<file path="src/rtl/serial_subtractor_if.sv">
// Start/done handshake and operand/result bundle for the bit-serial subtractor.
// The master drives the request and operands. The slave returns status and result.
interface serial_subtractor_if #(
    parameter int n = 3
);
    logic         start;
    logic [n-1:0] a;
    logic [n-1:0] b;
    logic         bin;
    logic         busy;
    logic         done;
    logic [n-1:0] diff;
    logic         bout;

    modport master (
        output start, a, b, bin,
        input  busy, done, diff, bout
    );

    modport slave (
        input  start, a, b, bin,
        output busy, done, diff, bout
    );
endinterface

</file>
<file path="src/rtl/serial_subtractor.sv">
// Bit-serial ripple-borrow subtractor: diff = a - b - bin, one bit per clock, LSB first.
// Operands are captured when a start is accepted in IDLE. The result and borrow-out are
// published only when an operation completes, so no partial result is ever visible.
module serial_subtractor #(
    parameter int n = 3
) (
    input  logic               clk,
    input  logic               rst_n,
    serial_subtractor_if.slave bus
);

    localparam int cw = (n > 1) ? $clog2(n) : 1;

    typedef enum logic {
        IDLE,
        RUN
    } state_t;

    state_t       state;
    state_t       state_nxt;

    logic [n-1:0] a_sh;
    logic [n-1:0] b_sh;
    logic [n-1:0] d_sh;
    logic [n-1:0] d_vec;
    logic [n-1:0] d_sh_nxt;
    logic         br;
    logic         d;
    logic         br_nxt;
    logic         last;
    logic [cw-1:0] cnt;

    logic         done_r;
    logic [n-1:0] diff_r;
    logic         bout_r;

    // Full-subtractor bit slice and the next value of the difference shift register
    always_comb begin
        d        = a_sh[0] ^ b_sh[0] ^ br;
        br_nxt   = (~a_sh[0] & b_sh[0]) | (~(a_sh[0] ^ b_sh[0]) & br);
        d_vec    = '0;
        d_vec[n-1] = d;
        d_sh_nxt = (d_sh >> 1) | d_vec;
        last     = (cnt == cw'(n - 1));
    end

    // State register
    always_ff @(posedge clk or negedge rst_n) begin
        if (!rst_n) begin
            state <= IDLE;
        end else begin
            state <= state_nxt;
        end
    end

    // Next-state logic: a start in IDLE launches a run, which lasts n cycles
    always_comb begin
        state_nxt = state;
        case (state)
            IDLE:    if (bus.start) state_nxt = RUN;
            RUN:     if (last)      state_nxt = IDLE;
            default: state_nxt = IDLE;
        endcase
    end

    // Outputs: busy follows the state, the result ports come from registers
    always_comb begin
        bus.busy = (state == RUN);
        bus.done = done_r;
        bus.diff = diff_r;
        bus.bout = bout_r;
    end

    // Datapath: capture operands on acceptance, shift one bit per RUN cycle, publish on the last bit
    always_ff @(posedge clk or negedge rst_n) begin
        if (!rst_n) begin
            a_sh   <= '0;
            b_sh   <= '0;
            d_sh   <= '0;
            br     <= 1'b0;
            cnt    <= '0;
            done_r <= 1'b0;
            diff_r <= '0;
            bout_r <= 1'b0;
        end else begin
            done_r <= 1'b0;
            case (state)
                IDLE: begin
                    if (bus.start) begin
                        a_sh <= bus.a;
                        b_sh <= bus.b;
                        br   <= bus.bin;
                        cnt  <= '0;
                    end
                end
                RUN: begin
                    d_sh <= d_sh_nxt;
                    a_sh <= a_sh >> 1;
                    b_sh <= b_sh >> 1;
                    br   <= br_nxt;
                    cnt  <= cnt + 1'b1;
                    if (last) begin
                        diff_r <= d_sh_nxt;
                        bout_r <= br_nxt;
                        done_r <= 1'b1;
                    end
                end
                default: begin
                    done_r <= 1'b0;
                end
            endcase
        end
    end

endmodule

</file>
<file path="src/flat_wrapper.sv">
// flat-port wrapper written by rule: the top's interface ports become plain ports
module serial_subtractor_flat 
#(
    parameter int n = 3
)
  (clk, rst_n, bus_start, bus_a, bus_b, bus_bin, bus_busy, bus_done, bus_diff, bus_bout);
  serial_subtractor_if #(.n(n)) bus_i ();
  input  logic clk;
  input  logic rst_n;
  input wire logic [$bits(bus_i.start)-1:0] bus_start;
  input wire logic [$bits(bus_i.a)-1:0] bus_a;
  input wire logic [$bits(bus_i.b)-1:0] bus_b;
  input wire logic [$bits(bus_i.bin)-1:0] bus_bin;
  output wire logic [$bits(bus_i.busy)-1:0] bus_busy;
  output wire logic [$bits(bus_i.done)-1:0] bus_done;
  output wire logic [$bits(bus_i.diff)-1:0] bus_diff;
  output wire logic [$bits(bus_i.bout)-1:0] bus_bout;
  assign bus_i.start = bus_start;
  assign bus_i.a = bus_a;
  assign bus_i.b = bus_b;
  assign bus_i.bin = bus_bin;
  assign bus_busy = bus_i.busy;
  assign bus_done = bus_i.done;
  assign bus_diff = bus_i.diff;
  assign bus_bout = bus_i.bout;
  serial_subtractor #(.n(n)) u_core (.clk(clk), .rst_n(rst_n), .bus(bus_i));
endmodule
</file>
<file path="config.mk">
export PLATFORM = sky130hd
export DESIGN_NAME = serial_subtractor_flat
export DESIGN_NICKNAME = d
export VERILOG_FILES = /design/src/rtl/serial_subtractor_if.sv /design/src/rtl/serial_subtractor.sv /design/src/flat_wrapper.sv
export SDC_FILE = /design/constraint.sdc
export NUM_CORES = 1
export LEC_CHECK = 0
export CAP_MARGIN = 20
export CORE_MARGIN = 1
export CORE_UTILIZATION = 51
export DETAILED_ROUTE_END_ITERATION = 16
export GPL_TIMING_DRIVEN = 0
export PLACE_DENSITY = 0.82
export SLEW_MARGIN = 10
export SYNTH_ARGS = -nofsm -noshare
export SYNTH_HDL_FRONTEND = slang
export SYNTH_SLANG_ARGS = --single-unit
</file>
<file path="constraint.sdc">
create_clock -name clk -period 2.4 [get_ports clk]
set_input_delay 0.6 -clock clk [delete_from_list [all_inputs] [get_ports clk]]
set_output_delay 0.6 -clock clk [all_outputs]
set_load 0.02 [all_outputs]
</file>
==> out/qor.txt <==
Slew Limit Fails: 0
DRT antenna net count: 0
Post CTS Setup Buffer Count: 0
fmax: 528 MHz
status: complete, no violations
Seq/Total Area, Yosys: 0.565
Synth Area in Adders: 0.0432
endpoints failing setup: 0
Post-Synth Simple-Gate Area: 0.0498
Compound-Gate Fraction of Synth Area: 0.0382
initial drt markers: 8
max cap viols: 0
DP Worst Slack: 802 ps
CTS buffer count: 3
class of the worst hold path: reg2reg
cell family with most CP delay: buffers and inverters
NumNets Final: 89
Worst setup EP type: output port
Bufs and invs on worst path: 1
mux cell area share after synthesis: 0.238
I/O pins: 16
Slew HR: 0.479
total number of vias: 458
largest net degree at the start of global routing: 18
peak supply drop: 0.000470 V
Tmin final: 1890 ps
Worst path depth: 1
worst path cell trace: clkdlybuf4s50_1
hold path cells: 2
Worst Hold Launch: u_core.b_sh[1]
XOR/XNOR Fraction of Synth Area: 0
crit path launch type: flop
DPL Wire Length: 925 um
Worst Path Required: 1800 ps
Yosys cell types: 15
placed cell areas: 912 um^2
endpoints failing hold: 0
Die Wd: 40.4 um
Setup CP Type: reg2out
antenna violations before repair: 0
Post-Route WL: 1230 um
CTS resizes: 0
Worst EP arrival: 1290 ps
Worst path slowest cell: clkdlybuf4s50_1
Worst Max-Slew Pin Slew: 779 ps
final design utilization: 0.705
latest clock arrival within the worst-skew pair: 300 ps
ANT cells: 0
CTS Hold Buffers Added: 0
Post-Syn Instances: 58
Seq pwr share: 0.409
GPL Wtd Cong: 0.659
worst-case reg-to-reg path depth: 3
Clock Sinks: 17
layout cells sized above 1: 0.184
CP peak stage delay: 620 ps
largest family of logic cells by synthesized area: multiplexers
Hold Path Sink: u_core.b_sh[0]
Clk pin slew, worst setup/hold paths: 100 ps
grt total ovfl: 0
worst hold slack: 494 ps
critical path fanouts, max: 2
switching share of power: 0.350
Mapped Avg Cell Area: 13.0 um^2
clock share of power: 0.129
CP Launch Point: u_core.bus.busy
Die Y: 40.4 um
IO Port Bufs: 14
pwr dens: 1280 nW/um^2
Net Count, Synth: 70
Final TNS setup: 0 ps
Die Area: 1630 um^2
first-pass GRT wire length: 1920 um
skew final: 6.31 ps
Yosys warnings: 0
fill cell count: 96
unrepaired setup endpoints after global routing: false
Net Switching: 0.420 mW
Logic pwr share: 0.462
Lkg Pwr: 0.478 nW
DRC: 0
CTS max path bufs: 2
# H-tree levels: 1
R2R Path Start: u_core.b_sh[0]
final setup margin: 506 ps
overall routing resource usage: 0.194
period utilization: 0.789
internal power: 0.780 mW
area grow syn2layout: 24.8%
vias in the first global route: 462
clock root cell: clkbuf_4
Final Cell Area: 940 um^2
Post-Syn Area: 753 um^2
Initial Util: 0.565
DRT Pass-1 Iters: 4
r2r endpoint: u_core.bus.diff[2]
Synth Register Bits: 17
R2R setup slack: 1110 ps
Core Region: 1330 um^2
CTS tree: done
vias per inst: 5.03
std cell rows: 13
Wirelength per Cell: 13.5 um
cells in the final DEF (no fill, tap or decap):
| master | netlist | routed |
|---|---|---|
| a22o_1 | 1 | 1 |
| buf_2 | 1 | 1 |
| buf_4 | 1 | 1 |
| buf_6 | 1 | 1 |
| clkbuf_4 | 0 | 3 |
| clkdlybuf4s50_1 | 0 | 14 |
| clkinv_2 | 0 | 1 |
| dfrtp_1 | 17 | 17 |
| fa_1 | 1 | 1 |
| ha_1 | 1 | 1 |
| inv_1 | 7 | 7 |
| mux2_2 | 3 | 3 |
| mux2_4 | 3 | 3 |
| mux2i_1 | 10 | 10 |
| nand2_1 | 4 | 4 |
| nand2_4 | 1 | 1 |
| nor2_1 | 3 | 3 |
| o21ai_0 | 4 | 4 |
power by group through the flow:
stage	registers, mW	clock network [mW]	logic, mW
floorplan	0.538	0	0.327
global placement	0.484	0	0.537
detailed placement	0.498	0	0.565
CTS	0.492	0.161	0.565
global route	0.507	0.174	0.611
finish	0.490	0.155	0.555
cell type report:
cell class,count,area (um^2),share of cell area
Timing Repair Buffer,14,140,0.149
Multi-Input combinational cell,31,278,0.296
Clock buffer,3,22.5,0.0240
Clock inverter,1,5.00,0.00533
Buffer,3,23.8,0.0253
Sequential cell,17,425,0.453
Tap cell,15,18.8,0.0200
Inverter,7,26.3,0.0280
worst max path at each step:
| stage | endpoint | slack (ps) |
|---|---|---|
| floorplan | u_core.bus.diff[2] | 1170 |
| global placement | u_core.cnt[0] | 820 |
| detailed placement | u_core.a_sh[2] | 800 |
| CTS | bus_busy | 500 |
| global route | bus_busy | 460 |
| finish | bus_busy | 510 |
flip-flops by register name, indices dropped and copies added, names as in the netlist:
signal / count
u_core.b_sh: 3
u_core.cnt: 2
u_core.bus.bout: 1
u_core.d_sh: 2
u_core.bus.done: 1
u_core.a_sh: 3
u_core.bus.busy: 1
u_core.bus.diff: 3
u_core.br: 1
cell usage after synthesis:
master	n	area share
mux2i_1	10	0.13
buf_2	1	0.0066
buf_4	1	0.010
mux2_2	3	0.045
nand2_1	4	0.020
mux2_4	3	0.060
inv_1	7	0.035
o21ai_0	4	0.027
nand2_4	1	0.015
dfrtp_1	17	0.56
a22o_1	1	0.012
fa_1	1	0.027
ha_1	1	0.017
buf_6	1	0.015
nor2_1	3	0.015
kinds of logic after synthesis:
group / after synthesis
buf+inv: 10
simple gates: 8
fa+ha+maj: 2
flops: 17
mux: 16
compound gates: 5
layer usage:
layer | GRT usage | wire length [um]
met1 | 0.229 | 510
met2 | 0.310 | 650
met3 | 0.0500 | 45
met4 | 0.125 | 21
met5 | 0 | 0
through the flow:
stage | instances | power, mW
2_1_floorplan | 58 | 0.865
3_3_place_gp | 87 | 1.02
3_5_place_dp | 87 | 1.06
4_1_cts | 91 | 1.22
5_1_grt | 91 | 1.29
6_report | 91 | 1.20
Power figures use the tool's default switching activity.
==> RTL edit, RTL diff (same settings) <==
`n` is set to 3 in 3 places; all go to 5.
--- a/src/rtl/serial_subtractor_if.sv
+++ b/src/rtl/serial_subtractor_if.sv
@@ -1,7 +1,7 @@
 // Start/done handshake and operand/result bundle for the bit-serial subtractor.
 // The master drives the request and operands. The slave returns status and result.
 interface serial_subtractor_if #(
-    parameter int n = 3
+    parameter int n = 5
 );
     logic         start;
     logic [n-1:0] a;
--- a/src/rtl/serial_subtractor.sv
+++ b/src/rtl/serial_subtractor.sv
@@ -2,7 +2,7 @@
 // Operands are captured when a start is accepted in IDLE. The result and borrow-out are
 // published only when an operation completes, so no partial result is ever visible.
 module serial_subtractor #(
-    parameter int n = 3
+    parameter int n = 5
 ) (
     input  logic               clk,
     input  logic               rst_n,
--- a/src/flat_wrapper.sv
+++ b/src/flat_wrapper.sv
@@ -1,7 +1,7 @@
 // flat-port wrapper written by rule: the top's interface ports become plain ports
 module serial_subtractor_flat 
 #(
-    parameter int n = 3
+    parameter int n = 5
 )
   (clk, rst_n, bus_start, bus_a, bus_b, bus_bin, bus_busy, bus_done, bus_diff, bus_bout);
   serial_subtractor_if #(.n(n)) bus_i ();
Interface: changed (resized bus_a, bus_b and bus_diff); port bits go from 16 to 22. The function was not compared with the original's and may differ.
==> RTL edit against the unedited design <==
Clock skew is 0.0060 ns higher. Final area is 52% higher. Routed wire length is 63% higher. Non-clock buffer count is 9 higher. Sequential cell count is 9 higher. Via count is 53% higher. Synthesized area is 52% higher. Sequential power is 53% higher. Synthesized cell count is 48% higher. Die area is 49% higher. Worst hold slack worse by 0.0038 ns. Total power is 38% higher. Setup slack worse by 0.039 ns. Register-to-register slack worse by 0.03 ns. Critical endpoint is now bus_diff[4]. Largest cell class unchanged.
==> RTL edit: results (changes against the unedited design) <==
metric;value;unit;change
drive_above_1_share;0.180;;-0.00403
syn_avg_cell_area;13.3;sq um;+2.4%
worst_ep_arrival_time;1.33;ns;+0.04 ns
num-multi-input-gates;50;;+61%
grt_util_met2;0.322;;+0.0124
grt_max_degree;15;;-3
worstMarginPinSlew;0.611;ns;-0.168 ns
synthAdderAreaFrac;0.0394;;-0.00380
seq_area_frac_synth;0.569;;+0.00414
synth_commonest_cells;26 x dfrtp_1, 13 x mux2i_1, 8 x nand2_1, 8 x o21ai_0;;
gp_congestion;0.756;;+15%
yosys-top-cells-area;dfrtp_1 57%, mux2i_1 11%, mux2_4 6.6%, mux2_2 4.9%, o21ai_0 3.5%;;
grt_pass1_wl;3200;um;+67%
io_buffers;21;;+7
non_clock_buffer_area_share;0.181;;+0.00643
nFlopsAndLatches;26;;+9
skew;0.0123;ns;+0.00601 ns
leakage;0.680;nW;+42%
status;completed;;
fillers;163;;+70%
p_seq_frac;0.454;;+0.045
wl_met1;850;um;+67%
comb-power;0.000730;W;+32%
dp_slack;0.605;ns;-0.196 ns
wl_met2;1060;um;+62%
drtIter0Drc;11;;+3
swShare;0.343;;-0.00706
grtUsageMet1;0.214;;-0.0152
clockNetworkAreaShare;0.0158;;-0.0135
post-dp-hpwl;1530;um;+65%
nonClockBufferCount;26;;+9
placedCellCount;135;;+55%
grt_use_total;0.184;;-0.00992
## RTL edit: changes by cell type in the layout (fill, tap and decap cells not counted), sizes merged
cell,delta
o21ai,+4
buf,+2
inv,-1
xor2,+1
nor2,+1
nand2,+3
a22o,+1
mux2i,+3
clkdlybuf4s50,+7
dfrtp,+9
mux2,+4
clkinv,-1
ha,+1
nand3,+1
## RTL edit: final timing paths
| kind | slack, ns | start | to | cells past startpoint |
|---|---|---|---|---|
| setup / recovery | 0.47 | u_core.bus.diff[4] | bus_diff[4] | 1 |
| hold / removal | 0.49 | u_core.a_sh[1] | u_core.a_sh[0] | 2 |
| setup reg to reg | 1.08 | u_core.cnt[0] | u_core.bus.diff[2] | 5 |
| hold reg to reg | 0.49 | u_core.a_sh[1] | u_core.a_sh[0] | 2 |
| max in group asynchronous | 1.24 | rst_n | u_core.bus.diff[2] | 2 |
| min in group asynchronous | 0.65 | rst_n | u_core.b_sh[3] | 1 |
